## config.mk

```make
export PLATFORM = sky130hd
export DESIGN_NAME = protobuf_varint_encoder_flat
export DESIGN_NICKNAME = d
export VERILOG_FILES = /design/src/rtl/protobuf_varint_encoder_if.sv /design/src/rtl/protobuf_varint_encoder.sv /design/src/flat_wrapper.sv
export SDC_FILE = /design/constraint.sdc
export NUM_CORES = 1
export LEC_CHECK = 0
export CAP_MARGIN = 40
export CORE_ASPECT_RATIO = 1.2
export CORE_MARGIN = 2
export CORE_UTILIZATION = 40
export CTS_CLUSTER_SIZE = 28
export DETAILED_ROUTE_END_ITERATION = 8
export REMOVE_ABC_BUFFERS = 1
export SYNTH_ARGS = -nofsm -noshare
export SYNTH_HDL_FRONTEND = slang
export SYNTH_SLANG_ARGS = --single-unit
export TNS_END_PERCENT = 50
```

## constraint.sdc

```tcl
create_clock -name clock_clk -period 2.9 [get_ports clock_clk]
set_input_delay 0.435 -clock clock_clk [delete_from_list [all_inputs] [get_ports clock_clk]]
set_output_delay 0.435 -clock clock_clk [all_outputs]
set_load 0.05 [all_outputs]
```

## src/rtl/protobuf_varint_encoder_if.sv

```systemverilog
// Handshake bundle for the varint encoder: item input stream, byte output stream, busy flag.
interface protobuf_varint_encoder_if #(
  parameter int unsigned DATA_WIDTH  = 64,
  parameter int unsigned FIELD_WIDTH = 29
);
  logic                   in_valid;
  logic                   in_ready;
  logic [DATA_WIDTH-1:0]  in_value;
  logic                   in_zigzag;
  logic                   in_key_en;
  logic [FIELD_WIDTH-1:0] in_field;
  logic [2:0]             in_wire_type;
  logic                   out_valid;
  logic                   out_ready;
  logic [7:0]             out_data;
  logic                   out_last;
  logic                   busy;

  // Producer of items and consumer of bytes.
  modport master (
    output in_valid, in_value, in_zigzag, in_key_en, in_field, in_wire_type, out_ready,
    input  in_ready, out_valid, out_data, out_last, busy
  );

  // The encoder itself.
  modport slave (
    input  in_valid, in_value, in_zigzag, in_key_en, in_field, in_wire_type, out_ready,
    output in_ready, out_valid, out_data, out_last, busy
  );
endinterface

```

## src/rtl/protobuf_varint_encoder.sv

```systemverilog
// Streaming protobuf base-128 varint encoder. Emits an optional key varint followed by the
// value varint, one byte per clock, least-significant 7-bit group first.
module protobuf_varint_encoder #(
  parameter int unsigned DATA_WIDTH  = 64,
  parameter int unsigned FIELD_WIDTH = 29
) (
  input logic                   clock_clk,
  input logic                   reset_reset_n,
  protobuf_varint_encoder_if.slave io
);
  localparam int unsigned KeyWidth = 32;

  typedef enum logic [1:0] {StIdle, StKey, StValue} state_e;

  state_e                state_q;
  logic [KeyWidth-1:0]   key_q;
  logic [DATA_WIDTH-1:0] val_q;

  logic                  key_more;
  logic                  val_more;
  logic                  more;
  logic [6:0]            payload;
  logic                  out_valid;
  logic                  out_last;
  logic                  hs;
  logic                  in_ready;
  logic                  accept;
  logic [KeyWidth-1:0]   key_load;
  logic [DATA_WIDTH-1:0] val_load;

  assign key_more = |key_q[KeyWidth-1:7];
  assign val_more = |val_q[DATA_WIDTH-1:7];

  // Output byte and handshake terms, all derived from registered state.
  always_comb begin
    more    = 1'b0;
    payload = 7'd0;
    unique case (state_q)
      StKey: begin
        more    = key_more;
        payload = key_q[6:0];
      end
      StValue: begin
        more    = val_more;
        payload = val_q[6:0];
      end
      default: begin
        more    = 1'b0;
        payload = 7'd0;
      end
    endcase
    out_valid = (state_q != StIdle);
    out_last  = (state_q == StValue) & ~more;
    hs        = out_valid & io.out_ready;
    // Accepting on the final-byte handshake keeps the byte stream gap-free.
    in_ready  = (state_q == StIdle) | (hs & out_last);
    accept    = io.in_valid & in_ready;
  end

  // Key and (optionally zigzagged) value images loaded on acceptance.
  always_comb begin
    key_load = KeyWidth'({io.in_field, io.in_wire_type});
    if (io.in_zigzag) begin
      val_load = {io.in_value[DATA_WIDTH-2:0], 1'b0} ^ {DATA_WIDTH{io.in_value[DATA_WIDTH-1]}};
    end else begin
      val_load = io.in_value;
    end
  end

  // FSM: load on accept, shift 7 bits per handshake, advance when no groups remain.
  always_ff @(posedge clock_clk or negedge reset_reset_n) begin
    if (!reset_reset_n) begin
      state_q <= StIdle;
      key_q   <= '0;
      val_q   <= '0;
    end else if (accept) begin
      key_q   <= key_load;
      val_q   <= val_load;
      state_q <= io.in_key_en ? StKey : StValue;
    end else if (hs) begin
      unique case (state_q)
        StKey: begin
          if (key_more) key_q <= key_q >> 7;
          else          state_q <= StValue;
        end
        StValue: begin
          if (val_more) val_q <= val_q >> 7;
          else          state_q <= StIdle;
        end
        default: state_q <= StIdle;
      endcase
    end
  end

  assign io.in_ready  = in_ready;
  assign io.out_valid = out_valid;
  assign io.out_data  = {more, payload};
  assign io.out_last  = out_last;
  assign io.busy      = (state_q != StIdle);
endmodule

```

## src/flat_wrapper.sv

```systemverilog
// flat-port wrapper written by rule: the top's interface ports become plain ports
module protobuf_varint_encoder_flat 
#(
  parameter int unsigned DATA_WIDTH  = 64,
  parameter int unsigned FIELD_WIDTH = 29
)
  (clock_clk, reset_reset_n, io_in_valid, io_in_value, io_in_zigzag, io_in_key_en, io_in_field, io_in_wire_type, io_out_ready, io_in_ready, io_out_valid, io_out_data, io_out_last, io_busy);
  protobuf_varint_encoder_if #(.DATA_WIDTH(DATA_WIDTH), .FIELD_WIDTH(FIELD_WIDTH)) io_i ();
  input logic clock_clk;
  input logic reset_reset_n;
  input wire logic [$bits(io_i.in_valid)-1:0] io_in_valid;
  input wire logic [$bits(io_i.in_value)-1:0] io_in_value;
  input wire logic [$bits(io_i.in_zigzag)-1:0] io_in_zigzag;
  input wire logic [$bits(io_i.in_key_en)-1:0] io_in_key_en;
  input wire logic [$bits(io_i.in_field)-1:0] io_in_field;
  input wire logic [$bits(io_i.in_wire_type)-1:0] io_in_wire_type;
  input wire logic [$bits(io_i.out_ready)-1:0] io_out_ready;
  output wire logic [$bits(io_i.in_ready)-1:0] io_in_ready;
  output wire logic [$bits(io_i.out_valid)-1:0] io_out_valid;
  output wire logic [$bits(io_i.out_data)-1:0] io_out_data;
  output wire logic [$bits(io_i.out_last)-1:0] io_out_last;
  output wire logic [$bits(io_i.busy)-1:0] io_busy;
  assign io_i.in_valid = io_in_valid;
  assign io_i.in_value = io_in_value;
  assign io_i.in_zigzag = io_in_zigzag;
  assign io_i.in_key_en = io_in_key_en;
  assign io_i.in_field = io_in_field;
  assign io_i.in_wire_type = io_in_wire_type;
  assign io_i.out_ready = io_out_ready;
  assign io_in_ready = io_i.in_ready;
  assign io_out_valid = io_i.out_valid;
  assign io_out_data = io_i.out_data;
  assign io_out_last = io_i.out_last;
  assign io_busy = io_i.busy;
  protobuf_varint_encoder #(.DATA_WIDTH(DATA_WIDTH), .FIELD_WIDTH(FIELD_WIDTH)) u_core (.clock_clk(clock_clk), .reset_reset_n(reset_reset_n), .io(io_i));
endmodule
```

### Word level (Yosys, flattened, before mapping)

Index checks and enable logic that the tools add are counted.

| cells by class | value |
|---|---|
| bitwise gates (word level) | 7 |
| equality and inequality tests | 4 |
| reductions and logical operators | 12 |
| muxes and demuxes | 17 |

Operators with widths:

| kind | count |
|---|---|
| $mux 64 | 5 |
| $mux 32 | 4 |
| $xor 64x64->64 | 1 |
| $reduce_or 57->1 | 1 |
| $reduce_or 25->1 | 1 |
| $pmux 7 s2 | 1 |
| $reduce_bool 2->1 | 6 |
| $mux 2 | 5 |
| $reduce_and 3->1 | 3 |
| $ne 3x3->1 const B | 2 |
| $and 1x1->1 | 4 |
| $pmux 2 s2 | 1 |
| $eq 2x1->1 const B | 1 |
| $eq 2x2->1 const B | 1 |
| $logic_not 2->1 | 1 |
| $pmux 1 s2 | 1 |
| $not 1->1 | 1 |
| $or 1x1->1 | 1 |

| storage, ports and cells | value |
|---|---|
| output and inout port bits | 12 |
| register bits | 98 |
| word-level logic and storage cells | 43 |
| bits of input ports | 102 |

### Longest topological paths before layout

| logic depth | value |
|---|---|
| depth in word-level cells | 9 |
| depth in mapped cells | 10 |

### Worst setup path before layout

Ideal clock, no wire load.

| timing | value |
|---|---|
| path type | register -> output |
| start | register u_core.val_q[42] |
| end | output port io_out_last |
| cell stages (with the launch flop) | 6 |
| setup slack | 0.069 ns |
| arrival | 2.396 ns |
| cell sequence | dfrtp_1 -> nor4_1 -> nand4_1 -> nor4_4 -> nand2_1 -> a21boi_0 |

| between the ends | value |
|---|---|
| word-level cells in the longest chain between the ends | 4 |

RTL lines:

| what | line | text |
|---|---|---|
| start: declaration | protobuf_varint_encoder.sv:17 | `logic [DATA_WIDTH-1:0] val_q;` |
| start signal: assignment | protobuf_varint_encoder.sv:78 | `val_q <= val_load;` |
| start signal: assignment | protobuf_varint_encoder.sv:87 | `if (val_more) val_q <= val_q >> 7;` |
| $reduce_or 57->1 | protobuf_varint_encoder.sv:32 | `assign val_more = \|val_q[DATA_WIDTH-1:7];` |
| $pmux 1 s2 | protobuf_varint_encoder.sv:38 | `unique case (state_q)` |
| $not 1->1 | protobuf_varint_encoder.sv:53 | `out_last = (state_q == StValue) & ~more;` |
| $and 1x1->1 | protobuf_varint_encoder.sv:53 |  |
| end: declaration | flat_wrapper.sv:21 | `output wire logic [$bits(io_i.out_last)-1:0] io_out_last;` |

No other way between the ends.

### Worst setup path after layout

| timing | value |
|---|---|
| start | register u_core.val_q[39] |
| end | output port io_out_last |

Same word-level chain as after synthesis.

==> results by group <==
Logic synthesis
  – Number of register bits inferred by synthesis: 98
  – Gate Count Post-Synth: 683
  – Share of async-settable or async-resettable flops after synthesis: 100%
  – Yosys warning total: 0
  – Number of distinct library cells after synthesis: 37
  – Post-synthesis sequential area ratio: 39.3%
  – Area leader, netlist: dfrtp_1
  – Post-synthesis area per instance: 9.14 sq um
  – Leading cell types by count after synthesis: 98 x dfrtp_1, 84 x mux2i_1, 76 x a21oi_1
  – Top cells by area, synth: dfrtp_1 39%, mux2i_1 13%, xnor2_1 8.7%
  – Number of enable flip-flop cells after synthesis: 0
  – Post-synthesis cell area: 6240 sq um
  – Most frequent cell after synthesis: dfrtp_1
  – Ys flop type: dfrtp_1
  – Area share of the largest cell type after synthesis: 39.3%

Layout
  – Final net count: 877
  – Fill cell total of the finished layout: 1445
  – Total inserted antenna cells: 0
  – Multi-input gate area: 3340 sq um
  – Ratio of cells with drive above 1 in the final layout: 7.99%
  – Register cell area after layout: 2450 sq um
  – Post-synthesis to final-layout area growth: 27.4%
  – Final standard cell count with taps included and fillers excluded: 984
  – Finished Core Util: 51.5%

STA
  – Final period util: 95.5%
  – Final setup slack of the worst path: 0.132 ns
  – Clock tree skew after final layout: 0.00920 ns
  – Final setup violation count: 0
  – Tightest slew margin relative to the limit: 54.9%
  – Setup TNS: 0 ns
  – Maximum frequency from static timing analysis: 361 MHz
  – Pin slew with the least headroom to its limit: 0.677 ns
  – Final number of hold-violating endpoints: 0
  – Fin Hold WS: 0.111 ns
  – Final critical-path required period: 2.77 ns
  – Number of max-slew violations in the final report: 0

Detailed routing
  – Drt wl/cell: 16.5 microns
  – Uppermost routed layer: met4
  – Drt first-iter violations: 333
  – Total met2 wirelength after detailed routing: 8240 microns
  – Via count: 5276
  – 1st-pass router iterations: 5
  – Via density: 5.36
  – Met3 Routed Length: 655 microns
  – Total wirelength of the detailed-routed design: 16300 microns
  – Remaining DRCs: 0
  – Number of nets with antenna violations after routing: 0
  – Total routed wire length on the met1 layer: 7160 microns

Worst setup path
  – Category of the worst setup path capture point: primary output
  – Sort of element at the start of the critical path: flip-flop
  – Register-to-register setup slack: 0.32 ns
  – Critical Path Slowest Stage Cell: dfrtp_1
  – Worst flop-to-flop path startpoint: u_core.val_q[39]
  – Destination of the worst register-to-register timing path: u_core.val_q[6]
  – Crit path capture: io_out_last
  – Critical-path cell list: nor4_2 > nand4_1 > nor4_4 > buf_4 > nand2_1 > a21boi_2 > buf_12
  – Worst path required time: 2.47 ns
  – Largest fanout on the critical path: 4
  – Kind of critical path: reg -> out
  – Number of cells on the worst reg-to-reg path: 9
  – Delay contributed by the slowest stage of the critical path: 0.43 ns
  – Origin of the worst setup path: u_core.val_q[39]
  – Arrival time at the worst endpoint: 2.33 ns

Floorplanning
  – Die Ht: 141 microns
  – Core outline area: 15500 sq um
  – Initial core utilization: 40.4%
  – Area of the die: 16600 sq um
  – Number of top-level design ports: 114
  – Std cell rows: 50
  – Die span in x: 118 microns

GRT
  – First-pass GRT wire length: 27000 microns
  – Antenna violations before repair: 0
  – Overall track demand over capacity in global routing: 20.1%
  – Largest net degree at the start of global routing: 81
  – Number of global-route vias before repair: 5270
  – Grt ovf: 0

Place
  – Setup WS pre-CTS: 0.205 ns
  – HPWL after detailed placement: 12000 microns
  – Number of cells after detailed placement: 966
  – RD Place Congestion: 0.813
  – Number of buffer cells added on primary ports: 113

Power and ir drop
  – Leakage power total: 0.00351 uW
  – Maximum VDD drop: 398 uV
  – Power density relative to cell area: 960 nW/um^2

Clocking
  – Number of buffers created by CTS: 9
  – Clock insertion delay at the later pin of the skew report: 0.35 ns
  – Clk sink count: 98
  – CTS Hold Buffers Added: 0
  – Clock H-tree levels: 3
  – Clock transition at path regs: 0.08 ns
  – Max Buffers Root-to-Sink: 2
  – Root buffer cell: clkbuf_16
  – TritonCTS clock tree: built

Run
  – Maximum Capacitance Violations: 0

Worst hold path
  – Path class of the lowest-slack min-delay path: in -> async

Status
  – Result of the run: finished clean
## registers in the layout, indices dropped and copies added (netlist names)
signal	cells
u_core.val_q	64
u_core.key_q	32
u_core.state_q	2
## how the worst min path moves through the flow
stage                     slack (ns)               end           from  cells past startpoint
after global routing            0.16  u_core.key_q[16]  reset_reset_n                      1
after detailed placement        0.50  u_core.key_q[16]  reset_reset_n                      1
after global placement          0.50  u_core.key_q[16]  reset_reset_n                      1
after floorplan                 0.14   u_core.key_q[0]  reset_reset_n                      0
final                           0.11  u_core.key_q[16]  reset_reset_n                      1
after CTS                       0.13  u_core.key_q[16]  reset_reset_n                      1
## per-stage QoR
stage	cell area [sq um]	total power (uW)
finish	7960	7640
detailed placement	7610	6480
floorplan	5970	5180
global placement	7610	6370
global route	7960	8210
CTS	7920	7650
## layer usage
layer	GRT usage (%)	vias to the layer above
li1	-	2592
met4	6.21	0
met2	34.4	115
met5	0	-
met3	2.75	12
met1	26.6	2557
## cell type report
cell class,count,share of cell area (%)
clock buffer,9,2.83
clock inverter,7,0.771
inverter,60,2.83
multi-input combinational,464,41.9
sequential,98,30.8
tap,208,3.27
timing repair buffer,138,17.5
## placed cells by master (no fill, tap or decap), types with 9 or more instances in the layout
cell	instances
clkdlybuf4s50_1	100
inv_1	60
o21ai_0	64
a22oi_1	56
dfrtp_1	98
clkbuf_16	9
buf_4	25
nor2_1	29
mux2i_1	84
xnor2_1	62
nor4_1	17
nand2_1	17
a21oi_1	75
## timing repair
action / in CTS / in global routing
endpoints found under the setup margin: 3 / 10
buffers inserted: 2 / 0
pin swaps: 2 / 1
gates resized for setup: 1 / 13
## power by group
part | internal (uW) | switching, uW | total (uW)
clock network | 599 | 573 | 1170
registers | 2060 | 588 | 2650
logic | 1740 | 2080 | 3820
## worst max-delay path, delay by kind of cell (launching register included)
family / cells / cell delay [ns]
buffers and inverters: 2 / 0.33
flip-flops: 1 / 0.43
AO/OA/AOI/OAI: 1 / 0.21
AND/OR/NAND/NOR: 4 / 1.01
## logic make-up after synthesis
kind of cell               Yosys count  synth area share, %
muxes                               92                 15.1
DFF                                 98                 39.3
buffers and inverters              121                 8.04
adders and majority gates            4                0.802
xor gates and xnor gates            63                 8.84
and+or+nand+nor                     85                 6.83
AOI/OAI and AO/OA                  220                 21.1
Note: power is estimated with default switching activity, not from simulation.
